File: src/rtl/doubleinteg1_gated_recirc.sv
// One gated N-deep recirculating accumulator: out[k] = in[k] + out[k-N], wrapping modulo 2^dw.
// Entry 0 of the lag line is the stage output; ovf_pulse flags a signed overflow on an accepted add.
module gated_recirc #(
   parameter int dw  = 28,
   parameter int len = 4
) (
   input  logic          clk,
   input  logic          reset,
   input  logic          clear,
   input  logic          gate,
   input  logic [dw-1:0] din,
   output logic [dw-1:0] dout,
   output logic          ovf_pulse
);

   logic [len-1:0][dw-1:0] hist_q;
   logic [len-1:0][dw-1:0] hist_d;
   logic [dw-1:0]          sum_s;
   logic                   sum_ovf_s;

   always_comb begin
      sum_s     = din + hist_q[len-1];
      sum_ovf_s = (din[dw-1] == hist_q[len-1][dw-1]) && (sum_s[dw-1] != din[dw-1]);
   end

   always_comb begin
      hist_d    = hist_q;
      ovf_pulse = 1'b0;
      if (clear) begin
         hist_d = {(len*dw){1'b0}};
      end else if (gate) begin
         for (int k = len - 1; k > 0; k--) begin
            hist_d[k] = hist_q[k-1];
         end
         hist_d[0] = sum_s;
         ovf_pulse = sum_ovf_s;
      end else begin
         hist_d = hist_q;
      end
   end

   always_ff @(posedge clk or negedge reset) begin
      if (!reset) begin
         hist_q <= {(len*dw){1'b0}};
      end else begin
         hist_q <= hist_d;
      end
   end

   assign dout = hist_q[0];

endmodule

File: src/rtl/doubleinteg1.sv
// Gated double integrator over an N-sample lag: y = x / (1 - z^-N)^2, wrapping modulo 2^dw.
// Two gated_recirc stages, a two-deep gate pipeline, a clear-suppress flag and a sticky overflow flag.
module doubleinteg1 #(
   parameter int dw      = 28,
   parameter int gw      = 1,
   parameter int dsr_len = 4
) (
   input  logic          clk,
   input  logic          reset,
   input  logic          clear,
   input  logic [dw-1:0] d_in,
   input  logic [gw-1:0] g_in,
   output logic [dw-1:0] d_out,
   output logic [gw-1:0] g_out,
   output logic          ovf
);

   logic [dw-1:0] y1_s;
   logic          ovf1_s;
   logic          ovf2_s;
   logic          gate2_s;
   logic [gw-1:0] valid1_q;
   logic [gw-1:0] valid1_d;
   logic [gw-1:0] g_out_q;
   logic [gw-1:0] g_out_d;
   logic          supp_q;
   logic          supp_d;
   logic          ovf_q;
   logic          ovf_d;

   gated_recirc #(.dw(dw), .len(dsr_len)) u_stage1 (
      .clk       (clk),
      .reset     (reset),
      .clear     (clear),
      .gate      (g_in[0]),
      .din       (d_in),
      .dout      (y1_s),
      .ovf_pulse (ovf1_s)
   );

   gated_recirc #(.dw(dw), .len(dsr_len)) u_stage2 (
      .clk       (clk),
      .reset     (reset),
      .clear     (clear),
      .gate      (gate2_s),
      .din       (y1_s),
      .dout      (d_out),
      .ovf_pulse (ovf2_s)
   );

   // A sample discarded by clear must not reach stage 2 on the following cycle either.
   always_comb begin
      valid1_d = g_in;
      g_out_d  = valid1_q;
      supp_d   = clear & g_in[0];
      gate2_s  = valid1_q[0] & ~supp_q;
      if (clear) begin
         ovf_d = 1'b0;
      end else begin
         ovf_d = ovf_q | ovf1_s | ovf2_s;
      end
   end

   always_ff @(posedge clk or negedge reset) begin
      if (!reset) begin
         valid1_q <= {gw{1'b0}};
         g_out_q  <= {gw{1'b0}};
         supp_q   <= 1'b0;
         ovf_q    <= 1'b0;
      end else begin
         valid1_q <= valid1_d;
         g_out_q  <= g_out_d;
         supp_q   <= supp_d;
         ovf_q    <= ovf_d;
      end
   end

   assign g_out = g_out_q;
   assign ovf   = ovf_q;

endmodule
File: config.mk
export PLATFORM = sky130hd
export DESIGN_NAME = doubleinteg1
export DESIGN_NICKNAME = d
export VERILOG_FILES = /design/src/rtl/doubleinteg1_gated_recirc.sv /design/src/rtl/doubleinteg1.sv
export SDC_FILE = /design/constraint.sdc
export NUM_CORES = 1
export LEC_CHECK = 0
export ABC_AREA = 1
export BUFFER_PORTS_ARGS = -buffer_cell sky130_fd_sc_hd__buf_2
export CAP_MARGIN = 10
export CORE_UTILIZATION = 36
export CTS_CLUSTER_SIZE = 10
export DETAILED_ROUTE_END_ITERATION = 10
export GPL_TIMING_DRIVEN = 0
export PLACE_DENSITY = 0.48
export SYNTH_ARGS = -nofsm -noshare
export SYNTH_HDL_FRONTEND = slang
export SYNTH_SLANG_ARGS = --single-unit
File: constraint.sdc
create_clock -name clk -period 4.2 [get_ports clk]
set_input_delay 0.42 -clock clk [delete_from_list [all_inputs] [get_ports clk]]
set_output_delay 0.42 -clock clk [all_outputs]
set_load 0.01 [all_outputs]
==> metrics.md, run 1 <==
| Metric | Value |
|---|---|
| Cells on worst reg2reg path | `13` |
| Post-synth cell types | `39` |
| Worst VDD drop | `296.4 uV` |
| Final clock skew | `0.01292 ns` |
| Total grt overflow | `0` |
| Top Ports | `62` |
| Net count, final | `1655` |
| Vert. Die Dim | `184.0 um` |
| Initial Utilization | `0.3666` |
| Worst setup margin | `1.724 ns` |
| Share of cells above drive strength 1 | `0.1002` |
| Slew headroom | `0.4312` |
| R2r endpoint | `u_stage2.dout[24]` |
| Post-Route WL | `36400 um` |
| Initial antenna violation count | `0` |
| Gr busiest metal | `met2` |
| Final period utilization | `0.5894` |
| Combinational share of power | `0.085` |
| Crit end category | `flip-flop` |
| Syn Nets | `1562` |
| Syn Area/Cell | `8.092 um^2` |
| FP Rows | `66` |
| Tmin final | `2.476 ns` |
| Final Setup Violations | `0` |
| CTS sink count | `228` |
| CP Max Fanout | `6` |
| Vias per cell | `4.936` |
| Clock network fraction of total power | `0.451` |
| Worst Tran Pin Value | `0.8533 ns` |
| Reg-to-reg slack, setup | `1.72 ns` |
| Worst Hold End | `g_out_d` |
| Setup CP Type | `reg2reg` |
| Commonest cells after routing, fill and taps aside | `nand2_1, inv_1, dfrtp_1` |
| Data required, critical path | `4.63 ns` |
| HP Start | `g_in` |
| Final antenna-violating net count | `0` |
| Layout area overhead | `14.60%` |
| Place WS | `1.629 ns` |
| Clock Path Buffers | `3` |
| Status | `finished, final reports clean` |
| Total GRT Usage | `0.2231` |
| EDFF count, synth | `0` |
| DP HPWL | `27810 um` |
| Max H-tree Level | `1` |
| Synth warn | `0` |
| Register area share after synthesis | `0.4783` |
| Type of the worst min-delay path | `in2reg` |
| Post-synth top flop | `dfrtp_1` |
| Sequential share of power | `0.464` |
| Hold Path Stages | `1` |
| Inserted Clock Buffers | `28` |
| Fin. max-slew vios | `0` |
| First-pass GRT wire length | `57530 um` |
| Routed via count | `9965` |
| Worst reg2reg startpoint | `u_stage1.dout[0]` |
| CTS tree | `yes` |
| Int Power | `0.003669 W` |
| Sw frac | `0.2538` |
| Worst path arrival time | `2.90 ns` |
| Largest cells by area after synthesis | `dfrtp_1, nand2_1, inv_1` |
| Max Cap Viol | `0` |
| RSZ-0062 raised after global routing | `false` |
| NetSw | `0.001248 W` |
| Port bufs | `60` |
| Met1 Resource Use GR | `0.2900` |
| Power, Total | `0.004917 W` |
| Diode count | `0` |
| LEAKAGE | `6.472 nW` |
| Avg WL per Cell | `18.03 um` |
| Peak Freq | `0.4040 GHz` |
| Power Density | `359.7 nW/um^2` |
| Pin count of the biggest net entering global routing | `97` |
| Critical Path Source | `u_stage1.dout[0]` |
| CP startpoint kind | `flip-flop` |
| Die ar. | `33870 um^2` |
| Clk slew on worst S/H paths | `0.06 ns` |
| Yosys reg bits | `228` |
| Mapped Area | `11930 um^2` |
| FFs w/ async S/R, synth | `1.000` |
| First DRT Iteration DRCs | `444` |
| GP Congestion | `0.9150` |
| Synth Instances | `1474` |
| Area of the core | `32540 um^2` |
| Worst-Skew Late Latency | `0.55 ns` |
| Hold Vio Cnt, Final | `0` |
| Hold slack final | `0.07235 ns` |
| Synth top area share | `0.4783` |
| Met2 Resource Use GR | `0.3926` |
| Drc violations | `0` |
| Setup TNS Final | `0 ns` |
| Yosys top cell by area | `dfrtp_1` |
| Number of global-route vias before repair | `10350` |
| DRT Pass-1 Iters | `4` |
| Root buffer cell | `clkbuf_16` |
| Commonest non-fill, non-tap cell in the layout | `nand2_1` |
| Grt met3 use | `0.02516` |
| Fill cell count | `3411` |
| Chip width | `184.0 um` |
==> worst max path at each step <==
stage,to,slack [ns],cells after the start
after floorplan,u_stage1.dout[26],2.25,11
after global placement,u_stage2.hist_q[49],-1.56,1
after detailed placement,u_stage1.dout[12],1.63,12
after CTS,u_stage2.dout[24],1.72,13
after global routing,u_stage2.dout[24],1.52,13
final,u_stage2.dout[24],1.72,13
==> cell usage after synthesis, types with 2 or more instances <==
master and number:
nand3b_1 3, dfrtp_1 228, o32ai_1 2, o22ai_1 111, nor2_1 96, xnor2_1 7
a21oi_2 2, buf_4 28, fa_1 2, o21ai_1 16, a211oi_1 2, nand2_1 322
or2_2 3, clkbuf_1 38, a21oi_1 62, inv_2 4, a31oi_1 2, a21o_1 3
nand4_1 8, nor2_2 3, o21bai_1 13, o21ai_0 126, nor3_1 22, buf_2 5
nor3_2 3, xor2_1 5, inv_1 231, and2_1 3, ha_1 54, nand3_1 47
nand2_2 7, a21boi_0 6, o21ai_2 4
==> cells by family after synthesis <==
kind of cell,after synthesis,share of synthesized area
adders and majority gates,56,0.06000
AOI/OAI and AO/OA,351,0.1671
xor gates and xnor gates,12,0.008811
DFF,228,0.4783
buffers and inverters,308,0.1069
and+or+nand+nor,519,0.1789
==> metrics by stage <==
stage                 util  area [um^2]  instances
finish              0.4201        13670       2019
global route        0.4201        13670       2019
CTS                 0.4201        13670       2019
detailed placement  0.3948        12850       1978
global placement    0.3928        12780       1976
floorplan                -        11930       1474
==> cell type report <==
cell class                      instances  area (um^2)  area share
Inverter                              235        882.1     0.06453
Buffer                                 73        392.9     0.02874
Multi-Input combinational cell        938         4947      0.3619
Clock inverter                          2        13.76    0.001007
Timing Repair Buffer                   63        375.4     0.02746
Clock buffer                           38        799.5     0.05849
Sequential cell                       228         5705      0.4174
Tap cell                              442        553.0     0.04046
==> per-layer routing <==
| metal | vias up | part of all wire | routed length (um) |
|---|---|---|---|
| met1 | 4779 | 0.47 | 17110 |
| met3 | 49 | 0.029 | 1058 |
| li1 | 4990 | - | - |
| met5 | - | 0 | 0 |
| met2 | 147 | 0.48 | 17350 |
| met4 | 0 | 0.024 | 874 |
==> repair_timing <==
item / CTS / global route
hold buffers: 1 / 0
endpoints found under the setup margin: 0 / 0
setup buffers: 0 / 0
gates resized for setup: 0 / 0
endpoints found under the hold margin: 42 / 0
==> sequential cells by signal, indices dropped and copies added, names as in the netlist <==
register	flops
g_out_d	1
supp_q	1
u_stage2.hist_q	84
g_out	1
ovf	1
u_stage1.dout	28
u_stage2.dout	28
u_stage1.hist_q	84
==> worst max-delay path, stage by stage, from the launching register on <==
cell and delay [ns]:
dfrtp_1 0.41, ha_1 0.26, inv_1 0.07, fa_1 0.44
o21ai_2 0.26, nand2_1 0.11, nand2_2 0.16, nand2_1 0.08
nand2_2 0.13, nand2_1 0.11, nand3_1 0.08, nand2_1 0.05
nand3_1 0.12, nand2_1 0.07
==> power groups by stage <==
stage	Sequential (W)	Clock, W	Combinational [W]
final	0.00228	0.00222	0.000419
after CTS	0.00228	0.00227	0.000429
after floorplan	0.00230	0	0.000236
after detailed placement	0.00232	0	0.000425
after global routing	0.00229	0.00235	0.000473
after global placement	0.00232	0	0.000418
No activity file was read; power rests on OpenSTA's default activity.
==> inputs of run 2 (changes only) <==
--- a/config.mk
+++ b/config.mk
@@ -12,7 +12,7 @@
 export CTS_CLUSTER_SIZE = 10
 export DETAILED_ROUTE_END_ITERATION = 10
 export GPL_TIMING_DRIVEN = 0
-export PLACE_DENSITY = 0.48
+export PLACE_DENSITY = 0.49
 export SYNTH_ARGS = -nofsm -noshare
 export SYNTH_HDL_FRONTEND = slang
 export SYNTH_SLANG_ARGS = --single-unit
==> constraint.sdc (replaced) <==
create_clock -name clk -period 2.1 [get_ports clk]
set_input_delay 0.21 -clock clk [delete_from_list [all_inputs] [get_ports clk]]
set_output_delay 0.21 -clock clk [all_outputs]
set_load 0.01 [all_outputs]
==> run 2 against run 1 <==
Setup slack got worse by 1.7 ns. Highest routed layer unchanged. Die area did not move. Sequential power rose by 100%. Largest cell class is now multi-input combinational cells. Total power rose by 100%. Register-to-register slack got worse by 1.7 ns. Via count rose by 1.3%. Worst hold slack got worse by 0.046 ns. Critical path type unchanged. Utilization rose by 3.0 points. Cell area rose by 7.1%.
==> metrics.md, run 2 (same netlist as run 1, synthesis figures left out) <==
| Metric | Value |
|---|---|
| Worst Tran Pin Value | `0.8061 ns (-0.04716 ns)` |
| Combinational share of power | `0.093 (+0.008)` |
| Final clock skew | `0.01454 ns (+0.001617 ns)` |
| Initial Utilization | `0.3666 (unchanged)` |
| Power Density | `676.9 nW/um^2 (+88%)` |
| Sw frac | `0.2556 (+0.001732)` |
| Pin count of the biggest net entering global routing | `116 (+20%)` |
| R2r endpoint | `u_stage1.dout[12]` |
| Root buffer cell | `clkbuf_16` |
| Fill cell count | `3356 (-1.6%)` |
| Type of the worst min-delay path | `in2async` |
| DRT Pass-1 Iters | `5 (+1)` |
| Final antenna-violating net count | `0 (unchanged)` |
| Fin util | `0.4498 (+0.02965)` |
| Worst path arrival time | `2.48 ns (-0.42 ns)` |
| Routed via count | `10090 (+1.3%)` |
| First DRT Iteration DRCs | `558 (+26%)` |
| Slew headroom | `0.4626 (+0.03144)` |
| Critical Path Source | `u_stage1.hist_q[84]` |
| Worst VDD drop | `577.2 uV (+95%)` |
| Worst path slowest cell | `fa_2` |
| Initial antenna violation count | `0 (unchanged)` |
| Clock Path Buffers | `3 (unchanged)` |
| Status | `finished, final reports clean` |
| Inserted Clock Buffers | `28 (unchanged)` |
| FP Rows | `66 (unchanged)` |
| Total GRT Usage | `0.2194 (-0.003702)` |
| Vert. Die Dim | `184.0 um (unchanged)` |
| CP cell instances | `ha_4, inv_1, fa_2, o21ai_4, nand2_2, nand2_2, inv_1, o21ai_1, a21oi_1, o21ai_1, nand2_1` |
| Worst-Skew Late Latency | `0.55 ns (about the same)` |
| Max Cap Viol | `0 (unchanged)` |
| Layout area overhead | `22.69%` |
| CP Max Fanout | `4 (-2)` |
| Top Registers | `u_stage1.hist_q: 84 flops, u_stage2.hist_q: 84 flops` |
| CTS sink count | `228 (unchanged)` |
| Final period utilization | `0.9807 (+0.3913)` |
| Crit end category | `flip-flop` |
| Avg WL per Cell | `18.04 um (about the same)` |
| Port bufs | `60 (unchanged)` |
| Total grt overflow | `0 (unchanged)` |
| Post-Route WL | `36720 um (+0.90%)` |
| DP HPWL | `27380 um (-1.5%)` |
| Data required, critical path | `2.52 ns (-2.11 ns)` |
| Fin. max-slew vios | `0 (unchanged)` |
| First-pass GRT wire length | `56660 um (-1.5%)` |
| Share of cells above drive strength 1 | `0.1932 (+0.09303)` |
| Drc violations | `0 (unchanged)` |
| Hold Vio Cnt, Final | `0 (unchanged)` |
| Cells on worst reg2reg path | `11 (-2)` |
| Die ar. | `33870 um^2 (unchanged)` |
| Diode count | `0 (unchanged)` |
| CTS tree | `yes` |
| Max H-tree Level | `1 (unchanged)` |
| Commonest non-fill, non-tap cell in the layout | `nand2_1` |
| CP startpoint kind | `flip-flop` |
| GP Congestion | `0.9129 (-0.23%)` |
| Design Area, Final | `14630 um^2 (+7.1%)` |
| Tmin final | `2.059 ns (-0.4161 ns)` |
| Top Ports | `62 (unchanged)` |
| Int Power | `0.007374 W (+100%)` |
| Net count, final | `1670 (+0.91%)` |
| CP max stage delay | `0.43 ns (about the same)` |
| Number of global-route vias before repair | `10170 (-1.7%)` |
| Final Setup Violations | `0 (unchanged)` |
| RSZ-0062 raised after global routing | `true` |
| Clock network fraction of total power | `0.445 (-0.006)` |
| Reg-to-reg slack, setup | `0.04 ns (-1.68 ns)` |
| Worst reg2reg startpoint | `u_stage1.hist_q[84]` |
| Sequential share of power | `0.462 (-0.002)` |
| Area of the core | `32540 um^2 (unchanged)` |
| LEAKAGE | `6.625 nW (+2.4%)` |
| Chip width | `184.0 um (unchanged)` |
| Setup CP Type | `reg2reg` |
| Clk slew on worst S/H paths | `0.06 ns (about the same)` |
| Vias per cell | `4.958 (+0.45%)` |
| Commonest cells after routing, fill and taps aside | `nand2_1, inv_1, dfrtp_1` |
| Peak Freq | `0.4856 GHz (+20%)` |
| Placed cell areas | `12850 um^2 (unchanged)` |
| NetSw | `0.002532 W (+100%)` |
==> run 2: worst max path at each step <==
stage,to,slack (ns),cells after the start
final,u_stage1.dout[12],0.04,11
after global placement,u_stage2.hist_q[55],-3.40,1
after floorplan,u_stage2.dout[24],0.23,13
after detailed placement,u_stage2.dout[24],-0.39,13
after CTS,u_stage2.dout[20],-0.03,10
after global routing,u_stage1.dout[12],-0.06,11
==> run 2: power groups by stage <==
stage / clock network, W / logic (W) / registers, W
2_1_floorplan: 0 / 0.000473 / 0.00461
3_3_place_gp: 0 / 0.000831 / 0.00464
3_5_place_dp: 0 / 0.000846 / 0.00464
4_1_cts: 0.00454 / 0.000868 / 0.00457
5_1_grt: 0.00470 / 0.00103 / 0.00459
6_report: 0.00440 / 0.000924 / 0.00458
==> run 2: what timing repair did <==
| item | 4_1_cts | 5_1_grt |
|---|---|---|
| pin swaps | 4 | 22 |
| endpoints found under the hold margin | 115 | 0 |
| setup buffers | 2 | 12 |
| hold buffers | 2 | 0 |
| endpoints found under the setup margin | 28 | 47 |
| resized for setup | 35 | 160 |
==> run 2: final cells by class <==
type                    count  area, um^2  area share
well taps                 442       553.0     0.03779
inverters                 235       882.1     0.06028
clock inverters             2       12.51   0.0008550
clock buffers              40       797.0     0.05446
plain buffers              73       396.6     0.02710
flip-flops and latches    228        5713      0.3904
repair buffers             78       490.5     0.03352
multi-input cells         938        5789      0.3956
==> run 2: through the flow <==
stage	std cells	hold WS (ns)	TNS, ns	setup slack [ns]	total power, W
after global placement	1976	0.4225	-773.33	-3.400	0.005473
after floorplan	1474	-0.08559	0	0.2328	0.005081
after global routing	2036	0.02062	-0.1887	-0.06220	0.01031
after detailed placement	1978	-0.01205	-3.826	-0.3903	0.005487
after CTS	2024	0.001941	-0.05727	-0.02965	0.009977
final	2036	0.02602	0	0.04054	0.009906
==> run 2: worst max-delay path: cells and delay by family (launching register included) <==
kind | cells | cell delay, ns
AO/OA/AOI/OAI | 4 | 0.59
AND/OR/NAND/NOR | 3 | 0.27
flip-flops | 1 | 0.39
buffers and inverters | 2 | 0.10
adder cells (fa/ha/maj) | 2 | 0.58
==> run 2: layer usage <==
layer  global-route usage  share of wire  wire (um)
met1               0.2894           0.47      17110
met2               0.3786           0.47      17390
met3              0.02536          0.032       1193
met4              0.06033          0.028       1035
met5                    0              0          0
